$ cat config.mk
export PLATFORM = sky130hd
export DESIGN_NAME = ttt_engine
export DESIGN_NICKNAME = d
export VERILOG_FILES = /design/src/rtl/ttt_pkg.sv /design/src/rtl/ttt_strategy.sv /design/src/rtl/ttt_engine.sv
export SDC_FILE = /design/constraint.sdc
export NUM_CORES = 1
export LEC_CHECK = 0
export ABC_AREA = 1
export BUFFER_PORTS_ARGS = -buffer_cell sky130_fd_sc_hd__buf_4
export CELL_PAD_IN_SITES_DETAIL_PLACEMENT = 0
export CELL_PAD_IN_SITES_GLOBAL_PLACEMENT = 1
export CORE_AREA = 2 2 118 120
export DETAILED_ROUTE_END_ITERATION = 7
export DIE_AREA = 0 0 120 122
export PLACE_DENSITY_LB_ADDON = 0.1
export SETUP_SLACK_MARGIN = 0.05
export SYNTH_ARGS = -nofsm -noshare
export SYNTH_HDL_FRONTEND = slang
export SYNTH_SLANG_ARGS = --single-unit
$ cat constraint.sdc
create_clock -name clock -period 4.1 [get_ports clock]
set_input_delay 1.025 -clock clock [delete_from_list [all_inputs] [get_ports clock]]
set_output_delay 1.025 -clock clock [all_outputs]
set_load 0.005 [all_outputs]
$ cat src/rtl/ttt_pkg.sv
// Shared types and constants for the tic-tac-toe engine.
// Squares are numbered 1..9; board bit k-1 represents square k.
package ttt_pkg;

  typedef enum logic [2:0] {
    START   = 3'd0,
    H_WAIT  = 3'd1,
    H_INV   = 3'd2,
    H_REL   = 3'd3,
    C_MOVE  = 3'd4,
    C_CHK   = 3'd5,
    OVER    = 3'd6,
    NG_WAIT = 3'd7
  } state_t;

  typedef logic [3:0] square_t;

  localparam logic [8:0] WIN_LINES [8] = '{
    9'b000000111, 9'b000111000, 9'b111000000,
    9'b001001001, 9'b010010010, 9'b100100100,
    9'b100010001, 9'b001010100
  };

  localparam square_t CORNER_ORDER [4] = '{4'd1, 4'd3, 4'd7, 4'd9};
  localparam square_t EDGE_ORDER   [4] = '{4'd2, 4'd4, 4'd6, 4'd8};

  // One-hot board mask for a square; out-of-range squares map to no bit.
  function automatic logic [8:0] sq_mask(input square_t s);
    logic [8:0] m;
    m = '0;
    if (s >= 4'd1 && s <= 4'd9) m = 9'b1 << (s - 4'd1);
    return m;
  endfunction

  function automatic logic has_line(input logic [8:0] b);
    logic r;
    r = 1'b0;
    for (int l = 0; l < 8; l++) begin
      if ((b & WIN_LINES[l]) == WIN_LINES[l]) r = 1'b1;
    end
    return r;
  endfunction

  // Lowest-numbered square present in the mask; 0 if empty.
  function automatic square_t lowest_square(input logic [8:0] m);
    square_t r;
    r = '0;
    for (int i = 8; i >= 0; i--) begin
      if (m[i]) r = square_t'(i + 1);
    end
    return r;
  endfunction

endpackage

$ cat src/rtl/ttt_strategy.sv
// Combinational move chooser: win, block, centre, corner, edge;
// ties resolve to the lowest square number.
module ttt_strategy
  import ttt_pkg::*;
(
  input  logic [8:0] c_board_i,
  input  logic [8:0] h_board_i,
  output square_t    square_o
);

  logic [8:0] occ;
  logic [8:0] c_win;
  logic [8:0] h_blk;
  logic [8:0] corner_free;
  logic [8:0] edge_free;

  always_comb begin
    occ         = c_board_i | h_board_i;
    c_win       = '0;
    h_blk       = '0;
    corner_free = '0;
    edge_free   = '0;
    for (int l = 0; l < 8; l++) begin
      if ($countones(c_board_i & WIN_LINES[l]) == 2 && (h_board_i & WIN_LINES[l]) == '0)
        c_win = c_win | (WIN_LINES[l] & ~occ);
      if ($countones(h_board_i & WIN_LINES[l]) == 2 && (c_board_i & WIN_LINES[l]) == '0)
        h_blk = h_blk | (WIN_LINES[l] & ~occ);
    end
    for (int i = 0; i < 4; i++) begin
      corner_free = corner_free | (sq_mask(CORNER_ORDER[i]) & ~occ);
      edge_free   = edge_free   | (sq_mask(EDGE_ORDER[i])   & ~occ);
    end

    if (|c_win)           square_o = lowest_square(c_win);
    else if (|h_blk)      square_o = lowest_square(h_blk);
    else if (!occ[4])     square_o = 4'd5;
    else if (|corner_free) square_o = lowest_square(corner_free);
    else                  square_o = lowest_square(edge_free);
  end

endmodule

$ cat src/rtl/ttt_engine.sv
// Tic-tac-toe game engine: board registers, move validation, history
// displays and outcome flags around a rule-based computer player.
module ttt_engine
  import ttt_pkg::*;
#(
  parameter int HIST = 5
) (
  input  logic              clock,
  input  logic              reset,
  input  logic              enter_L,
  input  logic              newGame_L,
  input  logic [3:0]        hMove,
  input  logic              humanFirst,
  output logic [3:0]        cMove,
  output logic              win,
  output logic              lose,
  output logic              draw,
  output logic              invalid,
  output logic [8:0]        cBoard,
  output logic [8:0]        hBoard,
  output logic [HIST*4-1:0] cHist,
  output logic [HIST*4-1:0] hHist
);

  localparam int CW = $clog2(HIST + 1);

  state_t            state_q;
  logic [8:0]        c_board_q, h_board_q;
  square_t           c_move_q;
  logic              win_q, lose_q, draw_q, invalid_q;
  logic [HIST*4-1:0] c_hist_q, h_hist_q;
  logic [CW-1:0]     c_cnt_q, h_cnt_q;

  logic [8:0] occ;
  logic [8:0] h_mask;
  logic       h_legal;
  square_t    strat_sq;
  logic       board_full;

  assign occ        = c_board_q | h_board_q;
  assign h_mask     = sq_mask(hMove);
  assign h_legal    = (|h_mask) && ((h_mask & occ) == '0);
  assign board_full = &occ;

  ttt_strategy u_strategy (
    .c_board_i (c_board_q),
    .h_board_i (h_board_q),
    .square_o  (strat_sq)
  );

  // Writes the next free slot (slot 0 = MS nibble); a full history is left as is.
  function automatic logic [HIST*4-1:0] hist_push(input logic [HIST*4-1:0] h,
                                                   input logic [CW-1:0] cnt,
                                                   input square_t sq);
    logic [HIST*4-1:0] r;
    r = h;
    for (int i = 0; i < HIST; i++) begin
      if (cnt == CW'(i)) r[(HIST-1-i)*4 +: 4] = sq;
    end
    return r;
  endfunction

  always_ff @(posedge clock) begin
    if (reset) begin
      state_q   <= START;
      c_board_q <= '0;
      h_board_q <= '0;
      c_move_q  <= '0;
      win_q     <= 1'b0;
      lose_q    <= 1'b0;
      draw_q    <= 1'b0;
      invalid_q <= 1'b0;
      c_hist_q  <= '0;
      h_hist_q  <= '0;
      c_cnt_q   <= '0;
      h_cnt_q   <= '0;
    end else if (!newGame_L && state_q != START && state_q != NG_WAIT) begin
      state_q <= NG_WAIT;
    end else begin
      case (state_q)
        START: begin
          c_board_q <= '0;
          h_board_q <= '0;
          c_move_q  <= '0;
          win_q     <= 1'b0;
          lose_q    <= 1'b0;
          draw_q    <= 1'b0;
          invalid_q <= 1'b0;
          c_hist_q  <= '0;
          h_hist_q  <= '0;
          c_cnt_q   <= '0;
          h_cnt_q   <= '0;
          state_q   <= humanFirst ? H_WAIT : C_MOVE;
        end
        H_WAIT: begin
          if (!enter_L) begin
            if (h_legal) begin
              h_board_q <= h_board_q | h_mask;
              h_hist_q  <= hist_push(h_hist_q, h_cnt_q, hMove);
              if (h_cnt_q != CW'(HIST)) h_cnt_q <= h_cnt_q + 1'b1;
              state_q   <= H_REL;
            end else begin
              invalid_q <= 1'b1;
              state_q   <= H_INV;
            end
          end
        end
        H_INV: begin
          if (enter_L) begin
            invalid_q <= 1'b0;
            state_q   <= H_WAIT;
          end
        end
        H_REL: begin
          if (enter_L) begin
            if (has_line(h_board_q)) begin
              lose_q  <= 1'b1;
              state_q <= OVER;
            end else if (board_full) begin
              draw_q  <= 1'b1;
              state_q <= OVER;
            end else begin
              state_q <= C_MOVE;
            end
          end
        end
        C_MOVE: begin
          c_board_q <= c_board_q | sq_mask(strat_sq);
          c_move_q  <= strat_sq;
          c_hist_q  <= hist_push(c_hist_q, c_cnt_q, strat_sq);
          if (c_cnt_q != CW'(HIST)) c_cnt_q <= c_cnt_q + 1'b1;
          state_q   <= C_CHK;
        end
        C_CHK: begin
          if (has_line(c_board_q)) begin
            win_q   <= 1'b1;
            state_q <= OVER;
          end else if (board_full) begin
            draw_q  <= 1'b1;
            state_q <= OVER;
          end else begin
            state_q <= H_WAIT;
          end
        end
        OVER: state_q <= OVER;
        NG_WAIT: begin
          if (newGame_L) state_q <= START;
        end
        default: state_q <= START;
      endcase
    end
  end

  assign cMove   = c_move_q;
  assign win     = win_q;
  assign lose    = lose_q;
  assign draw    = draw_q;
  assign invalid = invalid_q;
  assign cBoard  = c_board_q;
  assign hBoard  = h_board_q;
  assign cHist   = c_hist_q;
  assign hHist   = h_hist_q;

endmodule
# Yosys cells after proc, flatten, opt, wreduce, memory -nomap -nowiden

Index checks and enable logic that the tools add are counted.

Register bits after elaboration: 75
Input port bits: 9
Output and inout port bits: 66
Logic and storage cells: 371

$add $sub $neg: 36
Magnitude comparators: 4
Equal/unequal tests: 75
Shifts and indexed selects: 2
Mux-type cells: 135
Bitwise operators: 26
Reduce and logical (&&, ||, !) cells: 73

Operator list:

| cell                                                                    | number |
|---|---|
| 32-bit by 3-bit equality test with 1-bit output (second input constant) | 16 |
| 32-bit by 1-bit adder with 32-bit output                                | 10 |
| 4-bit two-way mux                                                       | 50 |
| 1-bit by 32-bit adder with 32-bit output                                | 6 |
| 9-bit two-way mux                                                       | 21 |
| 9-bit logical NOT                                                       | 17 |
| 9-bit OR                                                                | 10 |
| 20-bit one-hot mux with 2 select lines                                  | 2 |
| 3-bit equality test (second input constant)                             | 22 |
| 9-bit by 7-bit OR with 9-bit output                                     | 5 |
| 3-bit two-way mux                                                       | 14 |
| 2-bit != test (second input constant)                                   | 21 |
| 20-bit two-way mux                                                      | 2 |
| 5-bit AND reduction                                                     | 8 |
| 9-bit one-hot mux with 2 select lines                                   | 2 |
| 9-bit OR reduction                                                      | 4 |
| 1-bit two-way mux                                                       | 34 |
| 1-bit by 1-bit adder with 2-bit output                                  | 16 |
| 9-bit by 6-bit OR with 9-bit output                                     | 3 |
| 9-bit by 8-bit OR with 9-bit output                                     | 3 |
| 3-bit one-hot mux with 8 select lines                                   | 1 |
| 1-bit logical AND                                                       | 21 |
| 3-bit != test (second input constant)                                   | 7 |
| 3-bit AND reduction                                                     | 7 |
| other kinds (24)                                                        | 49 |

# Logic depth before layout (Yosys ltp)

Gate-level depths: netlist of run 1.

Word-level depth: 38
Gate-level depth with buffers: 20
Depth with buffers taken out: 20

# Cells and area by module

A second synthesis of run 1 with hierarchy kept.

Cell total of the unflattened synthesis: 823
Area total of the unflattened synthesis: 5332.6 sq um

By module, submodules not included:

| module       | instances | cells each | area each (sq um) | seq. area each (sq um) |
|---|---|---|---|---|
| ttt_engine   | 1         | 616        | 4003.8            | 1501.4 |
| ttt_strategy | 1         | 207        | 1328.8            | 0.0 |

# Worst setup path after synthesis of run 1

OpenSTA, ideal clock, no wires.

Kind: flip-flop to flip-flop
Start: register c_board_q[4], in the netlist cBoard[4]
End: register c_hist_q[0], in the netlist cHist[0]
Setup time: 0.130 ns
Arrival time: 2.566 ns
Data required time: 3.970 ns
Setup slack: 1.404 ns
Stages on the path, launching flop included: 21
Buffers on the path: 0
Period minus slack after synthesis: 2.696 ns
Cells stage by stage: dfxtp_1 > inv_1 > ha_1 > ha_1 > ha_1 > nor2_1 > nand2_1 > nor2_1 > nor2_1 > nand2_1 > nand2_1 > nand2_1 > nor2_2 > nand2_1 > inv_1 > nand2_1 > inv_1 > nand2_1 > nand2_2 > nand2_1 > a21oi_1

Cells in the longest elaborated chain, start to end: 29
Elaborated cells between the ends (all ways): 79
Those cells by class: add/sub (8); eq/ne (4); mux (37); bitwise (16); reduce/logical (14)

Ends and longest elaborated chain:

| item                                                           | line               | text |
|---|---|---|
| start, declared                                                | ttt_engine.sv:28   | `logic [8:0] c_board_q, h_board_q;` |
| start signal, assigned                                         | ttt_engine.sv:128  | `c_board_q <= c_board_q \| sq_mask(strat_sq);` |
| 1-bit by 1-bit adder with 2-bit output (implied by the code)   | ttt_strategy.sv:24 | `if ($countones(c_board_i & WIN_LINES[l]) == 2 && (h_board_i & WIN_LINES[l]) == '0)` |
| 1-bit by 32-bit adder with 32-bit output (implied by the code) | ttt_strategy.sv:24 |  |
| 32-bit by 3-bit equality test with 1-bit output                | ttt_strategy.sv:24 |  |
| 1-bit logical AND                                              | ttt_strategy.sv:24 |  |
| 9-bit two-way mux                                              | ttt_strategy.sv:24 |  |
| 9-bit OR                                                       | ttt_strategy.sv:25 | `c_win = c_win \| (WIN_LINES[l] & ~occ);` |
| 9-bit two-way mux                                              | ttt_strategy.sv:24 |  |
| 9-bit by 7-bit OR with 9-bit output                            | ttt_strategy.sv:25 |  |
| [5 not listed]                                                 | -                  |  |
| 9-bit OR                                                       | ttt_strategy.sv:25 |  |
| 9-bit two-way mux                                              | ttt_strategy.sv:24 |  |
| 9-bit by 7-bit OR with 9-bit output                            | ttt_strategy.sv:25 |  |
| 9-bit two-way mux                                              | ttt_strategy.sv:24 |  |
| 4-bit two-way mux (9 in series)                                | ttt_pkg.sv:49      | `if (m[i]) r = square_t'(i + 1);` |
| 4-bit two-way mux (*)                                          | ttt_strategy.sv:34 | `if (\|c_win) square_o = lowest_square(c_win);` |
| 4-bit two-way mux (*)                                          | ttt_engine.sv:58   | `if (cnt == CW'(i)) r[(HIST-1-i)*4 +: 4] = sq;` |
| 20-bit one-hot mux with 2 select lines (*)                     | ttt_engine.sv:80   | `case (state_q)` |
| end signal, assigned                                           | ttt_engine.sv:130  | `c_hist_q <= hist_push(c_hist_q, c_cnt_q, strat_sq);` |
| end, declared                                                  | ttt_engine.sv:31   | `logic [HIST*4-1:0] c_hist_q, h_hist_q;` |

Mark *: on every way between the ends. The rest lies on a longest branch, timed or not. The select of a mux whose other input is x is not followed.
A chain may end at the register's enable or synchronous reset.

# Final worst setup path of run 1

Start: register c_board_q[4], in the netlist cBoard[4]
End: register c_hist_q[4], in the netlist cHist[4]

The elaborated chain is that of the path after synthesis.

==> flow_summary.json, run 1 <==
{
  "status": "complete, no violations",
  "fin_crit_sh_pct": 82.73,
  "fin_nets": 910,
  "clock_path_buffers": 2,
  "crit_chain": "inv_1, ha_1, ha_1, ha_1, nor2_1, nand3_1, nand3_1, nand2_1, nand3_1, nor2_1, nand2_1, inv_1, nand2_1, inv_1, nand2_1, nand2_2, nand2_1, a21oi_1",
  "crit_required_ns": 4.31,
  "cts_tree": "yes",
  "grt_overflow": 0,
  "grt_usage_pct": 22.68,
  "cp-start-kind": "flip-flop",
  "placed_area_um2": 6013,
  "power.share.clock_pct": 25.6,
  "gp_congestion": 0.9215,
  "wl_per_cell_um": 16.03,
  "hpwl_mm": 12.64,
  "r2r_cells": 18,
  "ys_async_sr_fraction_pct": 0,
  "avgSynthCellArea_um2": 7.123,
  "clkTransAtPathRegs_ns": 0.06,
  "period_needed_ns": 3.392,
  "syn_nets": 833,
  "netlist_instances": 740,
  "root_buffer": "clkbuf_16",
  "peakVddDrop_v": 0.0004063,
  "synth.distinct_cells": 36,
  "critPathSlowestCell": "dfxtp_1",
  "hold_violations": 0,
  "cts_buffers": 9,
  "die_height_um": 122,
  "grtUsageMet3_pct": 4.260,
  "fp-row-count": 43,
  "finalInstanceArea_um2": 6339,
  "power_switching_uw": 1386,
  "end_kind": "flip-flop",
  "diodes": 0,
  "powerDensity_nw_per_um2": 535.4,
  "critPathKind": "flip-flop to flip-flop",
  "area_growth_pct": 20.25,
  "grt_max_degree": 32,
  "fin_skew_ns": 0.01006,
  "setup_viol": 0,
  "drv_cap": 0,
  "whs_path_depth": 2,
  "setup_tns_ns": 0,
  "drtIter0Drc": 229,
  "first_pass_iters": 5,
  "maxSlewHeadroom_pct": 44.88,
  "power.leakage_uw": 0.003246,
  "post-cts-setup-buffers": 0,
  "drive_above_1_share_pct": 13.02,
  "met1_usage_pct": 27.04,
  "synth_top_flop_cell": "dfxtp_1",
  "start_util_pct": 39.03,
  "cts_resized": 0,
  "top_usage_layer": "met2",
  "pwr-share-seq_pct": 32.5,
  "die-area_um2": 14640,
  "drt-vias-per-instance": 5.128,
  "grt_use_met2_pct": 38.17,
  "grt_first_pass_wirelength_mm": 25.96,
  "clock-sinks": 75,
  "worstPathArrival_ns": 3.60,
  "drv_slew": 0,
  "vias": 5138,
  "die_w_um": 120,
  "swShare_pct": 40.85,
  "clk_latency_ns": 0.34,
  "drcViolationCount": 0,
  "coreArea_um2": 13500,
  "htreeDepth": 3,
  "ys_ff_latch": 75,
  "num_io_pins": 75,
  "rsz0062_at_grt": "no",
  "synthesis.area_um2": 5271,
  "worstPathMaxFanout": 13,
  "hold_class": "flip-flop to flip-flop",
  "io_buffer_count": 74,
  "cpPeakStageDelay_ns": 0.74,
  "tightest_slew_ns": 0.8248,
  "drt-total-wl_mm": 16.06,
  "synth_edf_count": 0,
  "cts_hold_buf": 0,
  "yosys_warnings": 0,
  "clock.fmax_ghz": 0.2948,
  "critPathMostFrequentCell": "nand2_1",
  "p_comb_share_pct": 42.0,
  "grt_pass1_vias": 5089,
  "utilization_pct": 46.94,
  "internal-power_uw": 2007,
  "antenna_found_initial": 0,
  "antenna_left": 0,
  "ys_seq_area_share_pct": 28.48
}
-- sequential cells by signal, indices dropped and copies added, names as in the netlist --
signal	cells
state_q	3
invalid	1
cMove	4
cHist	20
draw	1
cBoard	9
lose	1
hHist	20
hBoard	9
c_cnt_q	3
win	1
h_cnt_q	3
-- worst paths after layout --
path	from	to	slack [ns]
setup / recovery	cBoard[4]$_SDFFE_PP0P_	cHist[4]$_SDFFE_PP0P_	0.71
hold / removal	hHist[1]$_SDFFE_PP0P_	hHist[1]$_SDFFE_PP0P_	0.46
setup reg to reg	cBoard[4]$_SDFFE_PP0P_	cHist[4]$_SDFFE_PP0P_	0.71
hold reg to reg	hHist[1]$_SDFFE_PP0P_	hHist[1]$_SDFFE_PP0P_	0.46
-- power by group through the flow --
stage          Sequential, uW  Combinational, uW  Clock, uW
2_1_floorplan            1100                918          0
3_3_place_gp             1110               1420          0
3_5_place_dp             1120               1440          0
4_1_cts                  1110               1440        892
5_1_grt                  1130               1630        918
6_report                 1100               1420        867
-- placed cells by master, fill, tap and decap left out, types with 2 or more instances in the layout --
master     netlist  final
nand2_1        136    136
nor2_1         107    107
inv_1           89     89
a21oi_1         86     86
buf_4            0     76
dfxtp_1         75     75
ha_1            68     68
nand3_1         65     65
o21ai_0         38     38
fa_1            16     16
clkbuf_16        0      9
a211oi_1         7      7
inv_2            6      6
o22ai_1          6      6
nand4_1          6      6
nand3b_1         3      3
clkinv_4         0      3
nor2_2           2      2
nor3_1           2      2
and2_1           2      2
bufinv_16        0      2
-- cells in the mapped netlist (2+ instances only) --
cell type	n	area share, %
dfxtp_1	75	28
nand3_1	65	6.2
nor2_2	2	0.24
nand4_1	6	0.71
nor2_1	107	7.6
nor3_1	2	0.19
inv_1	89	6.3
a21oi_1	86	8.2
o21ai_0	38	3.6
buf_6	2	0.43
fa_1	16	6.1
and2_1	2	0.24
clkbuf_1	7	0.50
nand3b_1	3	0.43
a211oi_1	7	1.0
o22ai_1	6	0.71
nand2_1	136	9.7
inv_2	6	0.43
ha_1	68	16
-- worst max-delay path: cells and delay by family (launching register included) --
family | cells | cell delay (ns)
simple gates | 11 | 1.31
flops | 1 | 0.74
fa+ha+maj | 3 | 0.72
buf+inv | 3 | 0.41
compound gates | 1 | 0.08
-- metal layers --
layer,share of wire (%),wire (um)
met1,44,7046
met2,47,7483
met3,4.5,729
met4,5.0,801
met5,0,0
-- per-stage QoR --
step,setup slack (ns),hold slack [ns],power [uW],std cells
finish,0.7079,0.4626,3394,1002
global route,0.3938,0.4898,3677,1002
CTS,0.6824,0.4653,3442,1002
detailed placement,0.6960,0.4557,2556,986
global placement,0.7898,0.4546,2534,986
floorplan,1.404,0.4466,2013,740
-- layout make-up --
type / instances / area (um2)
Fill cell: 1402 / 7166
Multi-Input combinational cell: 560 / 3359
Sequential cell: 75 / 1501
Timing Repair Buffer: 76 / 570.5
Inverter: 95 / 356.6
Clock buffer: 9 / 225.2
Tap cell: 180 / 225.2
Clock inverter: 7 / 100.1
-- cells by family (layout without fill, tap and decap cells) --
kind of cell | after synthesis | in the layout | share of synthesized area, %
fa+ha+maj | 84 | 84 | 22.22
compound gates | 149 | 149 | 15.59
simple gates | 327 | 327 | 25.92
buf+inv | 105 | 187 | 7.785
flops | 75 | 75 | 28.48
(Power assumes the default switching activity.)
==> run 2, diff against run 1 <==
Clock period 4.1 ns to 3.3 ns, I/O delays scaled along.
==> run 2 against run 1 <==
Compared with the run above: critical endpoint is now cHist[8]$_SDFFE_PP0P_; critical path depth down 3; sequential power rose by 20%; global-route usage up 0.85 points; sequential share of layout area is 0.30 points lower; power increased by 22%; largest cell class unchanged; via count fell by 0.14%; register-to-register slack lost 0.31 ns.
==> flow_summary.json, run 2 (synthesized netlist as in run 1, its figures left out) <==
{
  "num_io_pins": 75,
  "highest_layer": "met4",
  "clock-sinks": 75,
  "antenna_left": 0,
  "power.leakage_uw": 0.003320,
  "gp_congestion": 0.9079,
  "setup_tns_ns": 0,
  "critPathKind": "flip-flop to flip-flop",
  "area_growth_pct": 22.41,
  "drv_cap": 0,
  "grt_pass1_vias": 5119,
  "rsz0062_at_grt": "no",
  "hold_violations": 0,
  "crit_chain": "inv_1, ha_1, ha_1, ha_1, nand3b_1, a21oi_1, inv_1, nand2_1, nor2_1, a21oi_1, nand2_1, nand2_1, nand2_2, nand2_1, a21oi_1",
  "critPathBufInv": 2,
  "grt_first_pass_wirelength_mm": 26.79,
  "die-area_um2": 14640,
  "utilization_pct": 47.78,
  "fin_nets": 929,
  "peakVddDrop_v": 0.0004194,
  "end_kind": "flip-flop",
  "tightest_slew_ns": 0.8339,
  "critPathSlowestCell": "dfxtp_4",
  "fillers": 1389,
  "post-cts-setup-buffers": 0,
  "clock_path_buffers": 2,
  "start_util_pct": 39.03,
  "cts_buffers": 9,
  "grt_max_degree": 31,
  "hold_class": "flip-flop to flip-flop",
  "cts_hold_buf": 0,
  "fp-row-count": 43,
  "first_pass_iters": 5,
  "die_height_um": 122,
  "clock.fmax_ghz": 0.3440,
  "fin_skew_ns": 0.01111,
  "final_common_cell": "nand2_1",
  "drt-total-wl_mm": 16.62,
  "powerDensity_nw_per_um2": 644.2,
  "diodes": 0,
  "grt_overflow": 0,
  "drv_slew": 0,
  "drt-vias-per-instance": 5.025,
  "wl_per_cell_um": 16.28,
  "status": "complete, no violations",
  "htreeDepth": 3,
  "grt_usage_pct": 23.53,
  "worst_hold_slack_ns": 0.4629,
  "cp-start-kind": "flip-flop",
  "dr_wl_met2_mm": 8.130,
  "drtIter0Drc": 297,
  "crit_required_ns": 3.51,
  "drive_above_1_share_pct": 15.46,
  "worstPathMaxFanout": 8,
  "met3_length_um": 706,
  "antenna_found_initial": 0,
  "multiInputGateArea_um2": 3359,
  "critPathMostFrequentCell": "nand2_1",
  "clkTransAtPathRegs_ns": 0.06,
  "vias": 5131,
  "final_cell_mix": "136 x nand2_1, 107 x nor2_1, 95 x buf_4",
  "maxSlewHeadroom_pct": 44.27,
  "setup_viol": 0,
  "cts_resized": 0,
  "total_power_uw": 4157,
  "period_needed_ns": 2.907,
  "clk_latency_ns": 0.34,
  "die_w_um": 120,
  "root_buffer": "clkbuf_16",
  "coreArea_um2": 13500,
  "hpwl_mm": 13.29,
  "drt-met1-wl_mm": 7.282,
  "worstPathArrival_ns": 3.11,
  "cts_tree": "yes",
  "path_delay_family": "simple AND/OR/NAND/NOR gates",
  "fin_crit_sh_pct": 88.08,
  "cpPeakStageDelay_ns": 0.42,
  "regArea_um2": 1509,
  "drcViolationCount": 0,
  "io_buffer_count": 74
}
## run 2: tightest hold or removal path: stages (launching register included)
cell	delay, ns
dfxtp_1	0.31
nand2_1	0.06
a21oi_1	0.05
## run 2: layout make-up
type / count / share of cell area, %
clock buffer: 11 / 3.917
timing repair buffer: 95 / 11.05
sequential: 75 / 23.39
tap: 180 / 3.490
inverter: 95 / 5.526
multi-input combinational: 560 / 52.07
clock inverter: 5 / 0.5623
## run 2: path summary, 6_finish.rpt
kind                                              from                      to  slack (ns)  depth (start not counted)
worst max-delay path            hBoard[0]$_SDFFE_PP0P_   cHist[8]$_SDFFE_PP0P_        0.39                         15
worst min-delay path            hHist[17]$_SDFFE_PP0P_  hHist[17]$_SDFFE_PP0P_        0.46                          2
worst max register to register  hBoard[0]$_SDFFE_PP0P_   cHist[8]$_SDFFE_PP0P_        0.39                         15
worst min register to register  hHist[17]$_SDFFE_PP0P_  hHist[17]$_SDFFE_PP0P_        0.46                          2
## run 2: where the power goes
part | internal (uW) | switching [uW]
combinational | 692 | 1180
clock | 552 | 406
sequential | 1160 | 160
## run 2: stage by stage
step,area (um2),setup slack (ns),std cells
6_report,6452,0.3934,1021
5_1_grt,6452,0.07409,1021
4_1_cts,6445,0.08542,1021
3_5_place_dp,6156,0.09393,1005
3_3_place_gp,6156,0.1790,1005
2_1_floorplan,5271,0.6044,740
## run 2: per-layer routing
| metal | global-route usage (%) | vias to the layer above |
|---|---|---|
| met5 | 0 | - |
| met4 | 9.412 | 0 |
| met3 | 4.167 | 31 |
| met2 | 40.94 | 120 |
| met1 | 28.81 | 2369 |
| li1 | - | 2611 |
